===== config.mk =====
export PLATFORM = sky130hd
export DESIGN_NAME = gremlin_hit_detector
export DESIGN_NICKNAME = d
export VERILOG_FILES = /design/src/rtl/gremlin_hit_detector_pkg.sv /design/src/rtl/gremlin_overlap_check.sv /design/src/rtl/gremlin_hit_detector.sv
export SDC_FILE = /design/constraint.sdc
export NUM_CORES = 1
export LEC_CHECK = 0
export CELL_PAD_IN_SITES_DETAIL_PLACEMENT = 1
export CELL_PAD_IN_SITES_GLOBAL_PLACEMENT = 1
export CORE_UTILIZATION = 35
export CTS_CLUSTER_DIAMETER = 60
export DETAILED_ROUTE_END_ITERATION = 10
export DONT_BUFFER_PORTS = 1
export GPL_TIMING_DRIVEN = 0
export PLACE_DENSITY = 0.63
export SETUP_SLACK_MARGIN = 0.1
export SYNTH_ARGS = -nofsm -noshare
export SYNTH_HDL_FRONTEND = slang
export SYNTH_SLANG_ARGS = --single-unit

===== constraint.sdc =====
create_clock -name pclk -period 5.8 [get_ports pclk]
set_input_delay 1.74 -clock pclk [delete_from_list [all_inputs] [get_ports pclk]]
set_output_delay 1.74 -clock pclk [all_outputs]
set_load 0.005 [all_outputs]

===== src/rtl/gremlin_hit_detector_pkg.sv =====
// Shared definitions for the gremlin hit detector.
// Contents:
//   - gremlin sprite size
//   - gremlin descriptor layout
//   - FSM state encoding
//   - saturating BCD score increment
package gremlin_hit_detector_pkg;

   localparam int unsigned GremW = 16;
   localparam int unsigned GremH = 32;
   localparam int unsigned PosW  = 11;
   localparam int unsigned DescW = 24;
   localparam int unsigned CmpW  = 12;

   // Descriptor layout: bit 23 color, 22:12 xpos, 11:1 ypos, 0 active.
   typedef struct packed {
      logic            color;
      logic [PosW-1:0] xpos;
      logic [PosW-1:0] ypos;
      logic            active;
   } grem_desc_t;

   typedef enum logic [2:0] {
      StIdle   = 3'd0,
      StLatch  = 3'd1,
      StCheck0 = 3'd2,
      StCheck1 = 3'd3,
      StUpdate = 3'd4
   } state_e;

   // Adds inc (0..2) to a 4-digit BCD value; any carry out of the top digit saturates at 9999.
   function automatic logic [15:0] bcd_add_sat(input logic [15:0] bcd, input logic [1:0] inc);
      logic [15:0] res;
      logic [4:0]  sum;
      logic [1:0]  carry;
      res   = '0;
      carry = inc;
      for (int i = 0; i < 4; i++) begin
         sum = {1'b0, bcd[4*i +: 4]} + {3'b000, carry};
         if (sum > 5'd9) begin
            res[4*i +: 4] = 4'(sum - 5'd10);
            carry         = 2'd1;
         end else begin
            res[4*i +: 4] = sum[3:0];
            carry         = 2'd0;
         end
      end
      if (carry != 2'd0) begin
         res = 16'h9999;
      end
      return res;
   endfunction

endpackage


===== src/rtl/gremlin_overlap_check.sv =====
// Combinational bounding-box overlap test between one gremlin and the car.
// Ports:
//   grem_x_i, grem_y_i : gremlin top-left position
//   car_x_i,  car_y_i  : car top-left position
//   overlap_o          : high when the boxes share at least one pixel (touching edges do not count)
module gremlin_overlap_check
   import gremlin_hit_detector_pkg::*;
#(
   parameter int unsigned CAR_W = 16,
   parameter int unsigned CAR_H = 32
) (
   input  logic [PosW-1:0] grem_x_i,
   input  logic [PosW-1:0] grem_y_i,
   input  logic [PosW-1:0] car_x_i,
   input  logic [PosW-1:0] car_y_i,
   output logic            overlap_o
);

   // One extra bit so position + size never wraps.
   logic [CmpW-1:0] gx, gy, cx, cy;

   assign gx = {1'b0, grem_x_i};
   assign gy = {1'b0, grem_y_i};
   assign cx = {1'b0, car_x_i};
   assign cy = {1'b0, car_y_i};

   assign overlap_o = (gx < cx + CmpW'(CAR_W))  &&
                      (cx < gx + CmpW'(GremW))  &&
                      (gy < cy + CmpW'(CAR_H))  &&
                      (cy < gy + CmpW'(GremH));

endmodule


===== src/rtl/gremlin_hit_detector.sv =====
// Once per frame, checks two gremlins against the car and maintains the score.
// Ports:
//   pclk, rst_n        : clock, asynchronous active-low reset
//   vsync_in           : vertical sync; its rising edge starts a detection sequence
//   grem0_in, grem1_in : gremlin descriptors (color, xpos, ypos, active)
//   car_xpos, car_ypos : car top-left position
//   hit_pulse          : one-cycle per-gremlin hit strobe
//   grem_kill          : per-gremlin suppression level
//   score              : 4-digit BCD hit count, saturating at 9999
//   busy               : high while a sequence is in progress
module gremlin_hit_detector
   import gremlin_hit_detector_pkg::*;
#(
   parameter int unsigned CAR_W       = 16,
   parameter int unsigned CAR_H       = 32,
   parameter int unsigned DEAD_FRAMES = 60
) (
   input  logic             pclk,
   input  logic             rst_n,
   input  logic             vsync_in,
   input  logic [DescW-1:0] grem0_in,
   input  logic [DescW-1:0] grem1_in,
   input  logic [PosW-1:0]  car_xpos,
   input  logic [PosW-1:0]  car_ypos,
   output logic [1:0]       hit_pulse,
   output logic [1:0]       grem_kill,
   output logic [15:0]      score,
   output logic             busy
);

   localparam int unsigned CntW = (DEAD_FRAMES > 0) ? $clog2(DEAD_FRAMES + 1) : 1;
   localparam logic [CntW-1:0] DeadLoad = CntW'(DEAD_FRAMES);

   state_e               state_q, state_d;
   logic                 vsync_q;
   logic                 frame_start_q;
   grem_desc_t           grem0_q, grem0_d;
   grem_desc_t           grem1_q, grem1_d;
   logic [PosW-1:0]      car_x_q, car_x_d;
   logic [PosW-1:0]      car_y_q, car_y_d;
   logic [1:0]           hit_q, hit_d;
   logic [1:0]           kill_q, kill_d;
   logic [1:0][CntW-1:0] cnt_q, cnt_d;
   logic [15:0]          score_q, score_d;
   logic [1:0]           overlap;
   logic [1:0]           hit_cnt;

   gremlin_overlap_check #(
      .CAR_W (CAR_W),
      .CAR_H (CAR_H)
   ) u_overlap0 (
      .grem_x_i  (grem0_q.xpos),
      .grem_y_i  (grem0_q.ypos),
      .car_x_i   (car_x_q),
      .car_y_i   (car_y_q),
      .overlap_o (overlap[0])
   );

   gremlin_overlap_check #(
      .CAR_W (CAR_W),
      .CAR_H (CAR_H)
   ) u_overlap1 (
      .grem_x_i  (grem1_q.xpos),
      .grem_y_i  (grem1_q.ypos),
      .car_x_i   (car_x_q),
      .car_y_i   (car_y_q),
      .overlap_o (overlap[1])
   );

   // Color is carried in the descriptor but plays no part in collision.
   logic unused_color;
   assign unused_color = grem0_q.color ^ grem1_q.color;

   assign hit_cnt = {1'b0, hit_q[0]} + {1'b0, hit_q[1]};

   always_comb begin
      state_d = state_q;
      grem0_d = grem0_q;
      grem1_d = grem1_q;
      car_x_d = car_x_q;
      car_y_d = car_y_q;
      hit_d   = hit_q;
      kill_d  = kill_q;
      cnt_d   = cnt_q;
      score_d = score_q;
      unique case (state_q)
         StIdle: begin
            // A frame start arriving in any other state is simply dropped.
            if (frame_start_q) begin
               state_d = StLatch;
            end
         end
         StLatch: begin
            grem0_d = grem_desc_t'(grem0_in);
            grem1_d = grem_desc_t'(grem1_in);
            car_x_d = car_xpos;
            car_y_d = car_ypos;
            hit_d   = 2'b00;
            state_d = StCheck0;
         end
         StCheck0: begin
            hit_d[0] = grem0_q.active & ~kill_q[0] & overlap[0];
            state_d  = StCheck1;
         end
         StCheck1: begin
            hit_d[1] = grem1_q.active & ~kill_q[1] & overlap[1];
            state_d  = StUpdate;
         end
         StUpdate: begin
            for (int n = 0; n < 2; n++) begin
               if (hit_q[n]) begin
                  kill_d[n] = 1'b1;
                  cnt_d[n]  = DeadLoad;
               end else if (cnt_q[n] != '0) begin
                  cnt_d[n] = cnt_q[n] - CntW'(1);
                  if (cnt_q[n] == CntW'(1)) begin
                     kill_d[n] = 1'b0;
                  end
               end
            end
            score_d = bcd_add_sat(score_q, hit_cnt);
            state_d = StIdle;
         end
         default: begin
            state_d = StIdle;
         end
      endcase
   end

   always_ff @(posedge pclk or negedge rst_n) begin
      if (!rst_n) begin
         state_q       <= StIdle;
         vsync_q       <= 1'b0;
         frame_start_q <= 1'b0;
         grem0_q       <= '0;
         grem1_q       <= '0;
         car_x_q       <= '0;
         car_y_q       <= '0;
         hit_q         <= '0;
         kill_q        <= '0;
         cnt_q         <= '0;
         score_q       <= '0;
      end else begin
         state_q       <= state_d;
         vsync_q       <= vsync_in;
         frame_start_q <= vsync_in & ~vsync_q;
         grem0_q       <= grem0_d;
         grem1_q       <= grem1_d;
         car_x_q       <= car_x_d;
         car_y_q       <= car_y_d;
         hit_q         <= hit_d;
         kill_q        <= kill_d;
         cnt_q         <= cnt_d;
         score_q       <= score_d;
      end
   end

   assign hit_pulse = (state_q == StUpdate) ? hit_q : 2'b00;
   assign grem_kill = kill_q;
   assign score     = score_q;
   assign busy      = (state_q != StIdle);

endmodule


---- Yosys cells after proc, flatten, opt, wreduce, memory -nomap -nowiden ----
Index checks and enable logic that the tools add are counted.
word-level totals
  input port bits ......................... 73
  register bits ........................... 105
  word-level logic and storage cells ...... 111
operators by class
  magnitude comparators ................... 12
  multiplexer cells ....................... 28
  add/sub/neg operators ................... 17
  bitwise operators ....................... 8
  eq/ne operators ......................... 7
  reductions and logical operators ........ 21
operators by type and width
  operator                                                        count
  less-than comparator 11 x 12 -> 1 bit                           8
  adder 11 x 5 -> 12 bit (second input constant)                  3
  adder 11 x 6 -> 12 bit (second input constant)                  3
  two-way mux 6 bit                                               4
  adder 4 x 2 -> 5 bit                                            4
  greater-than comparator 5 x 4 -> 1 bit (second input constant)  4
  two-way mux 16 bit                                              1
  two-way mux 4 bit                                               4
  subtractor 4 bit (second input constant)                        4
  nonzero test 2 bit                                              7
  equality test 6 x 1 -> 1 bit (second input constant)            2
  one-hot mux 3 bit (4 select lines)                              1
  nonzero test 6 bit                                              2
  subtractor 6 x 1 -> 6 bit (second input constant)               2
  two-way mux 1 bit                                               10
  two-way mux 2 bit                                               5
  equality test 3 x 2 -> 1 bit (second input constant)            2
  logical AND 1 bit                                               6
  AND reduction 3 bit                                             2
  AND 1 bit                                                       5
  one-hot mux 1 bit (2 select lines)                              2
  AND reduction 2 bit                                             2
  equality test 3 x 1 -> 1 bit (second input constant)            1
  equality test 3 bit (second input constant)                     1
  other kinds (6)                                                 8

---- Longest topological paths before layout ----
Gate-level depths: netlist (run 1).
  word-level depth ........................ 19
  gate-level depth with buffers ........... 24

---- Hierarchy ----
A second synthesis (run 1) with hierarchy kept.
second synthesis, totals
  cells, all modules ...................... 782
  area, all modules ....................... 7647.3 um2
modules (own cells, without submodules)
  module                               cells an instance  times used  area each (um2)
  gremlin_hit_detector                 454                1           5132.4
  gremlin_overlap_check at u_overlap1  165                1           1273.7
  gremlin_overlap_check at u_overlap0  163                1           1241.2

---- Least setup slack after synthesis (run 1) ----
No wires, ideal clock.
  path kind ............................... register to register
  from .................................... reg score_q[0], in the netlist score[0]
  to ...................................... reg score_q[0], in the netlist score[0]
  path buffers ............................ 0
  setup slack ............................. 0.511 ns
  cell stages (with the launch flop) ...... 25
  arrival ................................. 5.168 ns
  library setup time ...................... 0.121 ns
  cells stage by stage .................... dfrtp_1 > fa_1 > ha_1 > nand2b_1 > mux2_2 > o21ai_1 > inv_1 > ha_1 > ha_1 > nand2b_1 > mux2_2 > o21ai_1 > inv_1 > ha_1 > ha_1 > nand2b_1 > mux2_2 > o21ai_1 > inv_1 > ha_1 > ha_1 > or2_2 > a21oi_1 > o21ai_1 > o22a_1
on the way
  longest elaborated chain between the ends .. 18
  elaborated cells between the ends (all ways) .. 20
RTL lines
  item                                    line                            source
  start, declared                         gremlin_hit_detector.sv:44      logic [15:0] score_q, score_d;
  start signal, assigned                  gremlin_hit_detector.sv:154     score_q <= score_d;
  adder 4 x 2 -> 5 bit *                  gremlin_hit_detector_pkg.sv:39  sum = {1'b0, bcd[4*i +: 4]} + {3'b000, carry};
  greater-than comparator 5 x 4 -> 1 bit  gremlin_hit_detector_pkg.sv:40  if (sum > 5'd9) begin
  two-way mux 1 bit                       gremlin_hit_detector_pkg.sv:40
  two-way mux 2 bit                       gremlin_hit_detector.sv:86      unique case (state_q)
  adder 4 x 2 -> 5 bit                    gremlin_hit_detector_pkg.sv:39
  greater-than comparator 5 x 4 -> 1 bit  gremlin_hit_detector_pkg.sv:40
  two-way mux 1 bit                       gremlin_hit_detector_pkg.sv:40
  two-way mux 2 bit                       gremlin_hit_detector.sv:86
  (+2 left out)                           -
  two-way mux 1 bit                       gremlin_hit_detector_pkg.sv:40
  two-way mux 2 bit                       gremlin_hit_detector.sv:86
  adder 4 x 2 -> 5 bit                    gremlin_hit_detector_pkg.sv:39
  greater-than comparator 5 x 4 -> 1 bit  gremlin_hit_detector_pkg.sv:40
  two-way mux 1 bit                       gremlin_hit_detector_pkg.sv:40
  two-way mux 2 bit                       gremlin_hit_detector.sv:86
  nonzero test 2 bit                      gremlin_hit_detector_pkg.sv:48  if (carry != 2'd0) begin
  two-way mux 16 bit *                    gremlin_hit_detector_pkg.sv:48
Mark *: on every way between the ends. The rest lies on a longest branch, timed or not. The select of a mux whose other input is x is not followed.
A chain may end at the register's enable or synchronous reset.

---- Worst setup path after layout (run 1) ----
  from .................................... reg score_q[0], in the netlist score[0]
  to ...................................... reg score_q[8], in the netlist score[8]
on the way
  longest elaborated chain between the ends .. 18
  elaborated cells between the ends (all ways) .. 20
RTL lines
  item                                      line
  adder 4 x 2 -> 5 bit *                    gremlin_hit_detector_pkg.sv:39
  greater-than comparator 5 x 4 -> 1 bit *  gremlin_hit_detector_pkg.sv:40
  two-way mux 1 bit *                       gremlin_hit_detector_pkg.sv:40
  two-way mux 2 bit *                       gremlin_hit_detector.sv:86
  adder 4 x 2 -> 5 bit *                    gremlin_hit_detector_pkg.sv:39
  greater-than comparator 5 x 4 -> 1 bit *  gremlin_hit_detector_pkg.sv:40
  two-way mux 1 bit *                       gremlin_hit_detector_pkg.sv:40
  two-way mux 2 bit *                       gremlin_hit_detector.sv:86
  (+2 left out)                             -
  two-way mux 1 bit                         gremlin_hit_detector_pkg.sv:40
  two-way mux 2 bit                         gremlin_hit_detector.sv:86
  adder 4 x 2 -> 5 bit                      gremlin_hit_detector_pkg.sv:39
  greater-than comparator 5 x 4 -> 1 bit    gremlin_hit_detector_pkg.sv:40
  two-way mux 1 bit                         gremlin_hit_detector_pkg.sv:40
  two-way mux 2 bit                         gremlin_hit_detector.sv:86
  nonzero test 2 bit                        gremlin_hit_detector_pkg.sv:48
  two-way mux 16 bit *                      gremlin_hit_detector_pkg.sv:48
Marked as above.

==> flow_metrics.py, run 1 <==
metrics = {
    "clocking": {
        "clk_pin_slew_worst_paths_ns": 0.07,
        "hold_buffers": 0,
        "cts_buffer_depth": 2,
        "cts_root_buf": "clkbuf_16",
        "htreeDepth": 3,
        "cts.sinks": 105,
        "postCtsSetupRepairBufs": 0,
        "clkLatencyLatePin_ns": 0.36,
        "tritoncts": "done",
        "cts_made_buffers": 9,
    },
    "setup_path": {
        "r2r-start": "score[0]$_DFFE_PN0P_",
        "start_kind": "register",
        "critPathMaxFanout": 7,
        "crit_required_ns": 6.04,
        "critPathArrivalTime_ns": 5.59,
        "r2r_end": "score[8]$_DFFE_PN0P_",
        "reg2reg_depth": 24,
        "rrSetupSlack_ns": 0.45,
        "end_kind": "register",
        "critical_path_class": "register to register",
    },
    "global_route": {
        "antenna_found_initial": 8,
        "track_usage_pct": 19.0,
        "grt_overflow": 0,
        "grt_start_max_net_pins": 106,
        "grt_pass1_vias": 5761,
        "grt_pass1_wl_mm": 29.8,
    },
    "synthesis": {
        "ys.flop_type": "dfrtp_1",
        "ys_async_sr_fraction_pct": 100,
        "yosysSeqAreaShare_pct": 37.9,
        "synth_seq_cells": 105,
        "synth-edff-count": 0,
        "synth_mux_area_share_pct": 9.04,
        "yosys.area_share.adder_pct": 17.6,
        "syn_area_um2": 6930,
        "synthDistinctLibCells": 57,
        "synth_top_area_share_pct": 37.9,
        "yosys.area_share.simple_pct": 13.2,
        "syn_area_per_cell_um2": 10.2,
        "synth-compound-area-share_pct": 13.4,
        "synth_xor_area_share_pct": 5.56,
        "netlist.top_cell.by_area": "dfrtp_1",
        "synth_area_leaders": "dfrtp_1, ha_1, mux2_2",
        "synth_fp_nets": 852,
        "yosys_warnings": 0,
        "synth_top_family_by_area": "adder cells",
        "netlist_instances": 682,
    },
    "die": {
        "die-area_um2": 20400,
        "core_um2": 19500,
        "die_y_um": 143,
        "start_util_pct": 35.6,
        "ioPinCount": 94,
        "die_w_um": 143,
        "row_count": 51,
    },
    "power_and_ir_drop": {
        "p_total_mw": 4.80,
        "p_int_mw": 2.65,
        "p_leak_nw": 3.42,
        "switching_share_pct": 44.9,
        "p_switching_mw": 2.15,
        "vdd_drop_max_mv": 0.262,
        "pwr-share-seq_pct": 32.3,
        "cellPowerDensity_nw_per_um2": 632,
        "p_comb_share_pct": 55.4,
        "p_clk_share_pct": 12.4,
    },
    "job": {
        "drv_cap": 0,
    },
    "final_layout": {
        "final_cell_mix": "dfrtp_1, ha_1, nand2_1, mux2_2",
        "drive_gt1_share_pct": 14.3,
        "nets": 863,
        "syn_to_final_growth_pct": 9.50,
        "final_common_cell": "dfrtp_1",
        "layout.cells.non_filler": 967,
    },
    "place": {
        "io_buffer_count": 0,
        "hpwl_mm": 14.0,
        "dp_cells": 947,
        "routabilityCongestion": 0.837,
    },
    "timing": {
        "fin_crit_sh_pct": 92.3,
        "final.min_clock_period_ns": 5.35,
        "slew_headroom_pct": 56.5,
        "drv_slew": 0,
        "setup_viol": 0,
        "rsz0062_at_grt": "false",
        "fin_skew_ns": 0.00810,
        "fmax_ghz": 0.187,
        "hold_viol": 0,
        "tightest_slew_ns": 0.647,
    },
    "detailed_routing": {
        "via_per_inst": 5.36,
        "dr.pass1.iters": 4,
        "routedWlPerCell_um": 18.6,
        "remaining_drc_errors": 0,
        "drt-total-wl_mm": 18.0,
        "ant_nets": 0,
        "num_vias": 5185,
        "first_iter_violations": 130,
    },
    "min_path": {
        "worstHoldStart": "vsync_q$_DFF_PN0_",
        "worstHoldPathCells": 1,
        "hold_class": "register to register",
        "min_to": "frame_start_q$_DFF_PN0_",
    },
    "outcome": {
        "status": "complete, no violations",
    },
}
## sequential cells by signal, summed over array words and instances, names as in the netlist, 2 cells and up
register,count
state_q,3
grem1_q,23
score,16
grem_kill,2
grem0_q,23
cnt_q,12
car_x_q,11
hit_q,2
car_y_q,11
## worst max path at each step
stage / startpoint / endpoint / slack, ns / cells past startpoint
floorplan: score[0]$_DFFE_PN0P_ / score[0]$_DFFE_PN0P_ / 0.51 / 24
global placement: hit_q[0]$_DFFE_PN0P_ / score[8]$_DFFE_PN0P_ / 0.03 / 24
detailed placement: hit_q[0]$_DFFE_PN0P_ / score[8]$_DFFE_PN0P_ / -0.21 / 24
CTS: hit_q[0]$_DFFE_PN0P_ / score[8]$_DFFE_PN0P_ / 0.17 / 24
global route: score[0]$_DFFE_PN0P_ / score[8]$_DFFE_PN0P_ / 0.10 / 24
finish: score[0]$_DFFE_PN0P_ / score[8]$_DFFE_PN0P_ / 0.45 / 24
## per-stage QoR
step / setup TNS, ns / area, um^2 / worst slack [ns] / util (%) / hold slack [ns]
3_3_place_gp: 0 / 7260 / 0.0308 / 37.3 / 0.391
4_1_cts: 0 / 7560 / 0.169 / 38.9 / 0.404
5_1_grt: 0 / 7590 / 0.103 / 39.0 / 0.413
2_1_floorplan: 0 / 6930 / 0.511 / - / 0.378
3_5_place_dp: -2.23 / 7260 / -0.205 / 37.3 / 0.397
6_report: 0 / 7590 / 0.447 / 39.0 / 0.402
## power groups by stage
stage | combinational [mW] | clock [mW] | sequential (mW)
2_1_floorplan | 2.04 | 0 | 1.39
6_report | 2.66 | 0.593 | 1.55
3_5_place_dp | 2.64 | 0 | 1.56
3_3_place_gp | 2.45 | 0 | 1.54
5_1_grt | 3.02 | 0.648 | 1.62
4_1_cts | 2.68 | 0.618 | 1.55
## worst max-delay path: stages, from the launching register on
cell and delay, ns:
dfrtp_2 0.45, fa_2 0.43, ha_2 0.23, nand2b_1 0.17, mux2_2 0.28, o21ai_2 0.09
inv_1 0.07, ha_1 0.23, ha_2 0.22, nand2b_1 0.16, mux2_2 0.28, o21ai_2 0.10
inv_1 0.07, ha_1 0.23, ha_2 0.22, nand2b_1 0.16, mux2_2 0.28, o21ai_2 0.10
inv_1 0.07, ha_1 0.22, ha_1 0.31, or2_2 0.30, a21oi_2 0.19, o21ai_2 0.14
o22a_1 0.22
## final cells by class
| class | instances | area (um^2) |
|---|---|---|
| Sequential cell | 105 | 2630 |
| Clock inverter | 4 | 27.5 |
| Fill cell | 2207 | 11900 |
| Tap cell | 265 | 332 |
| Clock buffer | 12 | 256 |
| Buffer | 14 | 76.3 |
| Multi-Input combinational cell | 522 | 4100 |
| Antenna cell | 4 | 10.0 |
| Inverter | 41 | 154 |
## cells in the mapped netlist (all sizes together), types with 2 or more instances
cell type  instances
a211o              4
a211oi             2
a21o              11
a21oi             33
a221o              3
a221oi             2
a22o               3
a22oi              2
a31oi              9
a41oi              3
and3              14
and4               2
buf                9
clkbuf             5
dfrtp            105
ha                96
inv               41
mux2              53
mux2i              3
nand2             67
nand2b             9
nand3             41
nand3b             2
nand4              4
nor2              16
nor2b              5
nor3               9
nor4               4
o2111ai            3
o211ai             4
o21a               3
o21ai             46
o22a               4
o31ai              2
or3                4
xnor2             17
xor2              27
## repair_timing
| item | in CTS | in global routing |
|---|---|---|
| setup endpoints to repair | 13 | 13 |
| gates resized for setup | 6 | 6 |
| pin swaps | 0 | 0 |
## metal layers
layer | share of wire (%) | track usage [%] | vias up
li1 | - | - | 2483
met4 | 3.0 | 8.09 | 8
met2 | 49 | 33.0 | 93
met1 | 43 | 21.9 | 2566
met3 | 5.2 | 5.10 | 35
met5 | 0.28 | 0 | -
## cell families (layout without fill, tap and decap cells)
logic type               Yosys count  after routing
AO/OA/AOI/OAI                    141            141
XOR/XNOR                          44             44
adder cells (fa/ha/maj)           97             97
buffers and inverters             55             71
flip-flops                       105            105
multiplexers                      56             56
other                              0              4
AND/OR/NAND/NOR                  184            184
Power figures use the tool's default switching activity.
==> run 2: changes to the inputs <==
RECOVER_POWER = 50   (was not set)
==> run 2 against run 1 <==
Total power down 0.38%. Die area unchanged. Combinational power hardly changed. Fmax hardly changed. Design area shrank 0.51%. Clock-buffer cell count did not move. Worst setup slack improved by 0.0014 ns. Via count hardly changed. Routed wire length barely moved. Sequential cell count did not move. Global-route usage unchanged.
==> flow_metrics.py, run 2 (synthesis gave the netlist of run 1 again) <==
metrics = {
    "clocking": {
        "clk_pin_slew_worst_paths_ns": 0.07,
        "cts_buffer_depth": 2,
        "htreeDepth": 3,
        "tritoncts": "done",
        "clkLatencyLatePin_ns": 0.36,
        "cts_made_buffers": 9,
        "ctsResizeCount": 6,
        "hold_buffers": 0,
        "cts_root_buf": "clkbuf_16",
        "cts.sinks": 105,
        "postCtsSetupRepairBufs": 0,
    },
    "final_layout": {
        "drive_gt1_share_pct": 13.8,
        "layout.cells.non_filler": 967,
        "nets": 863,
        "syn_to_final_growth_pct": 8.94,
        "fillerInstances": 2214,
        "final_cell_mix": "dfrtp_1, ha_1, nand2_1, mux2_2",
        "final_common_cell": "dfrtp_1",
    },
    "power_and_ir_drop": {
        "pwr-share-seq_pct": 32.4,
        "p_clk_share_pct": 12.4,
        "p_switching_mw": 2.14,
        "cellPowerDensity_nw_per_um2": 633,
        "p_leak_nw": 3.41,
        "switching_share_pct": 44.8,
        "p_int_mw": 2.64,
        "vdd_drop_max_mv": 0.262,
        "p_comb_share_pct": 55.2,
    },
    "global_route": {
        "grt_overflow": 0,
        "grt_pass1_vias": 5761,
        "antenna_found_initial": 8,
        "grt_pass1_wl_mm": 29.8,
        "grt-busiest-layer": "met2",
        "grt_util_met3_pct": 5.10,
        "grt_start_max_net_pins": 106,
        "grtUsageMet1_pct": 21.9,
        "track_usage_pct": 19.0,
        "grt_use_met2_pct": 33.0,
    },
    "timing": {
        "fin_hold_ws_ns": 0.403,
        "drv_slew": 0,
        "rsz0062_at_grt": "false",
        "setup_viol": 0,
        "fin_crit_sh_pct": 92.3,
        "hold_viol": 0,
        "fin_skew_ns": 0.00775,
        "fmax_ghz": 0.187,
        "final.min_clock_period_ns": 5.35,
        "tightest_slew_ns": 0.731,
        "slew_headroom_pct": 51.1,
    },
    "die": {
        "core_um2": 19500,
        "die_y_um": 143,
        "ioPinCount": 94,
        "die-area_um2": 20400,
        "row_count": 51,
        "die_w_um": 143,
        "start_util_pct": 35.6,
    },
    "outcome": {
        "status": "complete, no violations",
    },
    "setup_path": {
        "critPathArrivalTime_ns": 5.59,
        "start_kind": "register",
        "crit_required_ns": 6.04,
        "critPathMaxFanout": 7,
        "end_kind": "register",
        "critical_path_class": "register to register",
    },
    "detailed_routing": {
        "via_per_inst": 5.37,
        "remaining_drc_errors": 0,
        "drt-total-wl_mm": 18.0,
        "num_vias": 5188,
        "first_iter_violations": 160,
        "routedWlPerCell_um": 18.6,
        "dr.pass1.iters": 4,
        "ant_nets": 0,
    },
    "min_path": {
        "hold_class": "register to register",
    },
    "place": {
        "dp_cells": 947,
        "io_buffer_count": 0,
        "routabilityCongestion": 0.837,
        "hpwl_mm": 14.0,
    },
    "job": {
        "drv_cap": 0,
    },
}
run 2: changes by cell type in the layout (fill, tap and decap cells not counted):
cell / change
buf_6: -1
clkbuf_1: +2
buf_2: -1
a31oi_1: +2
a31oi_4: -2
run 2: worst max-delay path, cell delays in order (launching register included):
cell	delay [ns]
dfrtp_2	0.44
fa_2	0.43
ha_2	0.23
nand2b_1	0.17
mux2_2	0.28
o21ai_2	0.09
inv_1	0.07
ha_1	0.23
ha_2	0.22
nand2b_1	0.16
mux2_2	0.28
o21ai_2	0.10
inv_1	0.07
ha_1	0.23
ha_2	0.22
nand2b_1	0.16
mux2_2	0.28
o21ai_2	0.10
inv_1	0.07
ha_1	0.22
ha_1	0.31
or2_2	0.30
a21oi_2	0.19
o21ai_2	0.14
o22a_1	0.22
run 2: final timing paths:
path / cells after the start / to / slack (ns) / start
max in group asynchronous: 0 / grem0_q[19]$_DFFE_PN0P_ / 4.52 / rst_n
hold / removal: 1 / frame_start_q$_DFF_PN0_ / 0.40 / vsync_q$_DFF_PN0_
setup reg to reg: 24 / score[8]$_DFFE_PN0P_ / 0.45 / score[0]$_DFFE_PN0P_
setup / recovery: 24 / score[8]$_DFFE_PN0P_ / 0.45 / score[0]$_DFFE_PN0P_
min in group asynchronous: 0 / score[13]$_DFFE_PN0P_ / 1.08 / rst_n
hold reg to reg: 1 / frame_start_q$_DFF_PN0_ / 0.40 / vsync_q$_DFF_PN0_
run 2: layout make-up:
type / instances / area (um^2) / share of cell area, %
inverters: 41 / 154 / 2.04
clock inverters: 4 / 27.5 / 0.365
well taps: 265 / 332 / 4.39
diodes: 4 / 10.0 / 0.133
plain buffers: 14 / 67.6 / 0.895
clock buffers: 12 / 256 / 3.40
flip-flops and latches: 105 / 2630 / 34.8
multi-input cells: 522 / 4070 / 53.9
run 2: power groups by stage:
stage	logic [mW]	registers, mW	clock network [mW]
finish	2.64	1.55	0.594
detailed placement	2.64	1.56	0
global route	3.00	1.62	0.648
CTS	2.68	1.55	0.618
global placement	2.45	1.54	0
floorplan	2.04	1.39	0
run 2: routing by layer:
layer / vias up / wire (um)
li1: 2482 / -
met1: 2563 / 7680
met2: 99 / 8750
met3: 36 / 965
met4: 8 / 580
met5: - / 52
run 2: metrics by stage:
| stage | utilization [%] | power (mW) | TNS (ns) | cell area, um^2 | worst slack, ns |
|---|---|---|---|---|---|
| after floorplan | - | 3.43 | 0 | 6930 | 0.511 |
| after global placement | 37.3 | 3.99 | 0 | 7260 | 0.0308 |
| after detailed placement | 37.3 | 4.20 | -2.23 | 7260 | -0.205 |
| after CTS | 38.9 | 4.85 | 0 | 7560 | 0.169 |
| after global routing | 38.8 | 5.27 | 0 | 7550 | 0.103 |
| final | 38.8 | 4.78 | 0 | 7550 | 0.449 |
